**config.mk**
```make
export PLATFORM = sky130hd
export DESIGN_NAME = cpu_control_sequencer
export DESIGN_NICKNAME = d
export VERILOG_FILES = /design/src/rtl/cpu_ctrl_pkg.sv /design/src/rtl/cpu_control_sequencer.sv
export SDC_FILE = /design/constraint.sdc
export NUM_CORES = 1
export LEC_CHECK = 0
export ABC_AREA = 1
export ABC_CLOCK_PERIOD_IN_PS = 1400
export BUFFER_PORTS_ARGS = -buffer_cell sky130_fd_sc_hd__buf_2
export CAP_MARGIN = 20
export CORE_ASPECT_RATIO = 1.2
export CORE_MARGIN = 3
export CORE_UTILIZATION = 41
export CTS_CLUSTER_DIAMETER = 60
export DETAILED_ROUTE_END_ITERATION = 12
export PLACE_DENSITY = 0.87
export REMOVE_ABC_BUFFERS = 1
export SLEW_MARGIN = 20
export SYNTH_ARGS = -nofsm -noshare
export SYNTH_HDL_FRONTEND = slang
export SYNTH_SLANG_ARGS = --single-unit
```
**constraint.sdc**
```tcl
create_clock -name clock -period 1.4 [get_ports clock]
set_input_delay 0.14 -clock clock [delete_from_list [all_inputs] [get_ports clock]]
set_output_delay 0.14 -clock clock [all_outputs]
set_load 0.005 [all_outputs]
```
**src/rtl/cpu_ctrl_pkg.sv**
```systemverilog
// Shared definitions for the Mini SRC control sequencer.
//   - opcode constants (ir[31:27])
//   - BusDataSelect source encodings
//   - sequencer state enum and opcode class decode helper
package cpu_ctrl_pkg;

  // Opcodes
  localparam logic [4:0] OpAdd  = 5'd0;
  localparam logic [4:0] OpSub  = 5'd1;
  localparam logic [4:0] OpAnd  = 5'd2;
  localparam logic [4:0] OpOr   = 5'd3;
  localparam logic [4:0] OpShr  = 5'd4;
  localparam logic [4:0] OpShl  = 5'd5;
  localparam logic [4:0] OpRor  = 5'd6;
  localparam logic [4:0] OpRol  = 5'd7;
  localparam logic [4:0] OpMul  = 5'd8;
  localparam logic [4:0] OpDiv  = 5'd9;
  localparam logic [4:0] OpNot  = 5'd10;
  localparam logic [4:0] OpNeg  = 5'd11;
  localparam logic [4:0] OpNop  = 5'd12;
  localparam logic [4:0] OpHalt = 5'd13;

  // Bus sources; R0-R15 are encoded as the register index itself.
  localparam logic [4:0] BusHi     = 5'd16;
  localparam logic [4:0] BusLo     = 5'd17;
  localparam logic [4:0] BusZhi    = 5'd18;
  localparam logic [4:0] BusZlo    = 5'd19;
  localparam logic [4:0] BusPc     = 5'd20;
  localparam logic [4:0] BusMdr    = 5'd21;
  localparam logic [4:0] BusInport = 5'd22;
  localparam logic [4:0] BusCsign  = 5'd23;

  typedef enum logic [3:0] {
    StIdle,
    StT0,
    StT1,
    StT2,
    StT3,
    StT4,
    StT5,
    StT6,
    StHalted
  } state_e;

  typedef enum logic [2:0] {
    ClsBinary,
    ClsUnary,
    ClsMulDiv,
    ClsNop,
    ClsHalt,
    ClsUndef
  } op_class_e;

  function automatic op_class_e op_class(input logic [4:0] op);
    op_class_e cls;
    if (op <= OpRol) begin
      cls = ClsBinary;
    end else begin
      case (op)
        OpMul, OpDiv: cls = ClsMulDiv;
        OpNot, OpNeg: cls = ClsUnary;
        OpNop:        cls = ClsNop;
        OpHalt:       cls = ClsHalt;
        default:      cls = ClsUndef;
      endcase
    end
    return cls;
  endfunction

endpackage

```
**src/rtl/cpu_control_sequencer.sv**
```systemverilog
// Moore control unit sequencing the Mini SRC datapath through fetch (T0-T2) and
// execute (T3-T6). All control outputs are decoded from the state register plus
// IR fields, so each state yields a one-cycle pulse of its controls.
//
// Ports:
//   clock, clear       - rising-edge clock, synchronous active-high reset
//   run                - permits starting/continuing instruction fetch
//   ir[31:0]           - current IR contents from the datapath
//   mem_ready          - memory read data valid on Mdatain
//   e_PC..e_GP         - datapath register load enables
//   incPC, MDR_read    - PC increment, MDR mux selects Mdatain
//   ALU_op[3:0]        - ALU operation (opcode[3:0] during execute)
//   BusDataSelect[4:0] - bus source, GP_addr[3:0] - GP register index
//   halted, illegal    - sticky status flags
//
// Parameter MEM_WAIT_MAX: T1 cycles waited for mem_ready before forcing the MDR
// load (0 = wait forever).
// Build option: define ILLEGAL_TRAP_EN to trap undefined opcodes (sets illegal and
// halts); otherwise they behave as NOP and illegal is tied low.
module cpu_control_sequencer
  import cpu_ctrl_pkg::*;
#(
  parameter int unsigned MEM_WAIT_MAX = 15
) (
  input  logic        clock,
  input  logic        clear,
  input  logic        run,
  input  logic [31:0] ir,
  input  logic        mem_ready,
  output logic        e_PC,
  output logic        e_IR,
  output logic        e_Y,
  output logic        e_Z,
  output logic        e_HI,
  output logic        e_LO,
  output logic        e_MDR,
  output logic        e_MAR,
  output logic        e_GP,
  output logic        incPC,
  output logic        MDR_read,
  output logic [3:0]  ALU_op,
  output logic [4:0]  BusDataSelect,
  output logic [3:0]  GP_addr,
  output logic        halted,
  output logic        illegal
);

  localparam int unsigned CntW = (MEM_WAIT_MAX > 0) ? $clog2(MEM_WAIT_MAX + 1) : 1;

  state_e          state_q, state_d;
  logic [CntW-1:0] wait_cnt_q, wait_cnt_d;
  logic            halted_q, halted_d;

  logic [4:0] opcode;
  logic [3:0] ra, rb, rc;
  op_class_e  cls;
  logic       mem_timeout;
  state_e     next_fetch;
  logic       unused_ir;

  assign opcode    = ir[31:27];
  assign ra        = ir[26:23];
  assign rb        = ir[22:19];
  assign rc        = ir[18:15];
  assign cls       = op_class(opcode);
  assign unused_ir = ^ir[14:0];

  assign mem_timeout = (MEM_WAIT_MAX != 0) && (wait_cnt_q == CntW'(MEM_WAIT_MAX));
  // Where to go once an instruction completes; run is only sampled here and in IDLE.
  assign next_fetch  = run ? StT0 : StIdle;

`ifdef ILLEGAL_TRAP_EN
  logic illegal_q, illegal_d;
`endif

  always_ff @(posedge clock) begin
    if (clear) begin
      state_q    <= StIdle;
      wait_cnt_q <= '0;
      halted_q   <= 1'b0;
`ifdef ILLEGAL_TRAP_EN
      illegal_q  <= 1'b0;
`endif
    end else begin
      state_q    <= state_d;
      wait_cnt_q <= wait_cnt_d;
      halted_q   <= halted_d;
`ifdef ILLEGAL_TRAP_EN
      illegal_q  <= illegal_d;
`endif
    end
  end

  always_comb begin
    state_d       = state_q;
    wait_cnt_d    = '0;
    halted_d      = halted_q;
`ifdef ILLEGAL_TRAP_EN
    illegal_d     = illegal_q;
`endif
    e_PC          = 1'b0;
    e_IR          = 1'b0;
    e_Y           = 1'b0;
    e_Z           = 1'b0;
    e_HI          = 1'b0;
    e_LO          = 1'b0;
    e_MDR         = 1'b0;
    e_MAR         = 1'b0;
    e_GP          = 1'b0;
    incPC         = 1'b0;
    MDR_read      = 1'b0;
    ALU_op        = 4'd0;
    BusDataSelect = 5'd0;
    GP_addr       = 4'd0;

    case (state_q)
      StIdle: begin
        if (run) state_d = StT0;
      end

      StT0: begin
        BusDataSelect = BusPc;
        e_MAR         = 1'b1;
        incPC         = 1'b1;
        state_d       = StT1;
      end

      StT1: begin
        MDR_read = 1'b1;
        if (mem_ready || mem_timeout) begin
          e_MDR   = 1'b1;
          state_d = StT2;
        end else begin
          wait_cnt_d = wait_cnt_q + 1'b1;
        end
      end

      // The opcode decision is taken here, so the datapath must present the
      // incoming instruction on ir while it is being loaded.
      StT2: begin
        BusDataSelect = BusMdr;
        e_IR          = 1'b1;
        case (cls)
          ClsHalt: begin
            state_d  = StHalted;
            halted_d = 1'b1;
          end
          ClsNop: state_d = next_fetch;
          ClsUndef: begin
`ifdef ILLEGAL_TRAP_EN
            state_d   = StHalted;
            halted_d  = 1'b1;
            illegal_d = 1'b1;
`else
            state_d   = next_fetch;
`endif
          end
          default: state_d = StT3;
        endcase
      end

      StT3: begin
        ALU_op  = opcode[3:0];
        state_d = StT4;
        case (cls)
          ClsBinary: begin
            BusDataSelect = {1'b0, rb};
            GP_addr       = rb;
            e_Y           = 1'b1;
          end
          ClsUnary: begin
            BusDataSelect = {1'b0, rb};
            GP_addr       = rb;
            e_Z           = 1'b1;
          end
          ClsMulDiv: begin
            BusDataSelect = {1'b0, ra};
            GP_addr       = ra;
            e_Y           = 1'b1;
          end
          default: state_d = next_fetch;
        endcase
      end

      StT4: begin
        ALU_op = opcode[3:0];
        case (cls)
          ClsBinary: begin
            BusDataSelect = {1'b0, rc};
            GP_addr       = rc;
            e_Z           = 1'b1;
            state_d       = StT5;
          end
          ClsUnary: begin
            BusDataSelect = BusZlo;
            GP_addr       = ra;
            e_GP          = 1'b1;
            state_d       = next_fetch;
          end
          ClsMulDiv: begin
            BusDataSelect = {1'b0, rb};
            GP_addr       = rb;
            e_Z           = 1'b1;
            state_d       = StT5;
          end
          default: state_d = next_fetch;
        endcase
      end

      StT5: begin
        ALU_op  = opcode[3:0];
        state_d = next_fetch;
        case (cls)
          ClsBinary: begin
            BusDataSelect = BusZlo;
            GP_addr       = ra;
            e_GP          = 1'b1;
          end
          ClsMulDiv: begin
            BusDataSelect = BusZlo;
            e_LO          = 1'b1;
            state_d       = StT6;
          end
          default: ;
        endcase
      end

      StT6: begin
        ALU_op        = opcode[3:0];
        BusDataSelect = BusZhi;
        e_HI          = 1'b1;
        state_d       = next_fetch;
      end

      StHalted: state_d = StHalted;

      default: state_d = StIdle;
    endcase
  end

  assign halted = halted_q;
`ifdef ILLEGAL_TRAP_EN
  assign illegal = illegal_q;
`else
  assign illegal = 1'b0;
`endif

endmodule

```
==> flow_metrics.tcl <==
set metrics [dict create \
    grt_pass1_vias 1161 \
    post-route-period-util 1.14 \
    end_kind "output pin" \
    final_cell_mix "sky130_fd_sc_hd__buf_2 (43), sky130_fd_sc_hd__nand2_1 (39), sky130_fd_sc_hd__inv_1 (19), sky130_fd_sc_hd__buf_4 (19), sky130_fd_sc_hd__nor2_1 (13)" \
    reg2reg_slack_ns -0.01 \
    cts_buffer_depth 2 \
    grt_use_total 0.195 \
    effective_utilization_at_floorplan 0.460 \
    design.final.nets 259 \
    clkTransAtPathRegs_ns 0.06 \
    num_io_pins 62 \
    drive_gt1_frac 0.484 \
    synth.yosys.seq_area_share 0.203 \
    routed-via-count 1198 \
    synthAdderAreaFrac 0.0141 \
    clock.fmax_ghz 0.627 \
    rsz0062_at_grt "yes" \
    buffer_ports.inserted 44 \
    detailed_place.area_um2 1200 \
    insertion_delay_ns 0.26 \
    grt-ovfl-total 0 \
    peakVddDrop_mv 0.302 \
    tritoncts_clock_tree "yes" \
    crit_fanout 5 \
    min-delay-path-class "in2reg" \
    run_status "finished, violations left" \
    synth_area_um2 890 \
    cp-endpoint "GP_addr[2]" \
    synth-simple-area-share 0.489 \
    std_cell_rows 17 \
    ys.warnings.count 0 \
    vias_per_cell 4.81 \
    area_share_of_xor_xnor_cells_in_the_synthesized_design 0.00985 \
    synth_top_family_by_area "simple AND/OR/NAND/NOR gates" \
    gate_count_after_technology_mapping 154 \
    largest_net_degree_at_the_start_of_global_routing 9 \
    routed_wire_length_per_instance_um 10.7 \
    power.total_mw 0.744 \
    core_ar_um2 1940 \
    synth_area_per_cell_um2 5.78 \
    finalInstanceArea_um2 1400 \
    route.antenna.remaining_nets 0 \
    setup_violations 18 \
    drt-initial-drc-count 25 \
    total_clock_buffers_created_by_cts 3 \
    final_period_minus_worst_setup_slack_ns 1.60 \
    htree_num_levels 1 \
    worstPathArrival_ns 1.46 \
    data_required_time_of_the_critical_path_ns 1.26 \
    clock-root-buffer "sky130_fd_sc_hd__clkbuf_4" \
    n_antenna_cell 0 \
    cts.sink_count 9 \
    die_area_um2 2770 \
    final_hold_viol_count 0 \
    wl_mm 2.66 \
    final.setup.worst_slack_ns -0.195 \
    critPathLaunchType "register" \
    synth_area_in_compound_gates 0.132 \
    min_delay_path_depth 2 \
    place.detailed.hpwl_mm 2.04 \
    leakage_nw 0.794 \
    fin_tns_setup_ns -1.84 \
    power_density_nw_per_um2 533 \
    synth.area.mux_share 0 \
    drc 0 \
    timing.setup.critical_path_class "reg2out" \
    nFillCells 167 \
    die_width_um 48.5 \
    grt_antenna_before_repair 0 \
    detail_route.first_pass.iterations 4 \
    post_synth_num_cell_types 27 \
    violations_in_the_final_reports "negative setup slack" \
    grt_first_pass_wirelength_mm 4.42 \
    syn_to_final_growth_pct 57.0 \
    timing.rr.start "state_q[2]" \
    gp_routability_congestion 0.839 \
    worst_r2r_endpoint "state_q[0]" \
    synth.ff_latch_count 9 \
    cp-startpoint "state_q[2]" \
    timing_max_transition_violations_final 0 \
    fin_worst_skew_ns 0.00333 \
    maxCapViolCount 0 \
    r2r.worst_path.cells 10 \
    layout.cells.most_common "sky130_fd_sc_hd__buf_2" \
    die_h_um 57.0 \
]
==> worst min-delay path by stage <==
| stage | from | endpoint | slack (ns) |
|---|---|---|---|
| 6_report | clear | state_q[3] | 0.10 |
| 5_1_grt | clear | state_q[2] | 0.09 |
| 3_3_place_gp | clear | halted | 0.38 |
| 4_1_cts | clear | state_q[2] | 0.10 |
| 2_1_floorplan | clear | halted | 0.21 |
| 3_5_place_dp | clear | halted | 0.38 |
==> worst max-delay path: stages (launching register included) <==
cell and delay, ns:
sky130_fd_sc_hd__dfxtp_2 0.34, sky130_fd_sc_hd__inv_2 0.05, sky130_fd_sc_hd__nor2_4 0.17, sky130_fd_sc_hd__nand3_2 0.14
sky130_fd_sc_hd__nor2_4 0.13, sky130_fd_sc_hd__nor2_2 0.07, sky130_fd_sc_hd__o211ai_1 0.15, sky130_fd_sc_hd__buf_2 0.14
==> cell usage after synthesis, drive strengths merged <==
master  number  area share
dfxtp        9        0.20
nor3         5       0.041
conb         1      0.0042
a21oi        6       0.038
nor3b        1      0.0084
ha           1       0.014
nand2       43        0.18
xor2         1      0.0098
nor2        23        0.13
buf          3       0.025
o21ai        8       0.045
inv         29        0.12
or2          1      0.0070
nand3       14        0.10
nand3b       1      0.0084
o21bai       1      0.0084
o211ai       4       0.034
nand4        2       0.014
a31oi        1      0.0070
==> through the flow <==
stage,hold slack [ns],worst slack (ns),util,instances
global route,0.0936,-0.301,0.721,249
floorplan,0.209,0.192,-,152
finish,0.104,-0.195,0.721,249
global placement,0.384,0.0601,0.621,234
detailed placement,0.384,0.0406,0.621,234
CTS,0.103,-0.140,0.687,245
==> layout make-up <==
| type | count | area (um^2) | share of cell area |
|---|---|---|---|
| well taps | 28 | 35.0 | 0.0251 |
| flip-flops and latches | 9 | 190 | 0.136 |
| inverters | 29 | 111 | 0.0797 |
| multi-input cells | 114 | 642 | 0.460 |
| repair buffers | 65 | 392 | 0.280 |
| clock buffers | 4 | 26.3 | 0.0188 |
==> cells by family after synthesis <==
| family | Yosys count |
|---|---|
| simple gates | 90 |
| buf+inv | 32 |
| compound gates | 20 |
| flops | 9 |
| xor+xnor | 1 |
| fa+ha+maj | 1 |
| other cells | 1 |
==> report_power, final <==
part	switching, mW	leakage [nW]	internal (mW)
Combinational	0.147	0.703	0.116
Clock	0.0893	0.0150	0.110
Sequential	0.0146	0.0759	0.267
==> sequential cells by signal, indices dropped and copies added, names as in the netlist <==
register / count
wait_cnt_q: 4
halted: 1
state_q: 4
==> timing repair <==
action,CTS,global route
hold buffers,0,0
hold endpoints to repair,0,0
setup endpoints to repair,22,23
setup buffers,7,4
pin swaps,5,3
gates resized for setup,20,14
==> per-layer routing <==
| layer | share of wire | track usage | vias up |
|---|---|---|---|
| li1 | - | - | 624 |
| met1 | 0.38 | 0.201 | 524 |
| met2 | 0.54 | 0.386 | 46 |
| met3 | 0.060 | 0.0209 | 4 |
| met4 | 0.014 | 0.0976 | 0 |
| met5 | 0 | 0 | - |
Note: power is estimated with default switching activity, not from simulation.
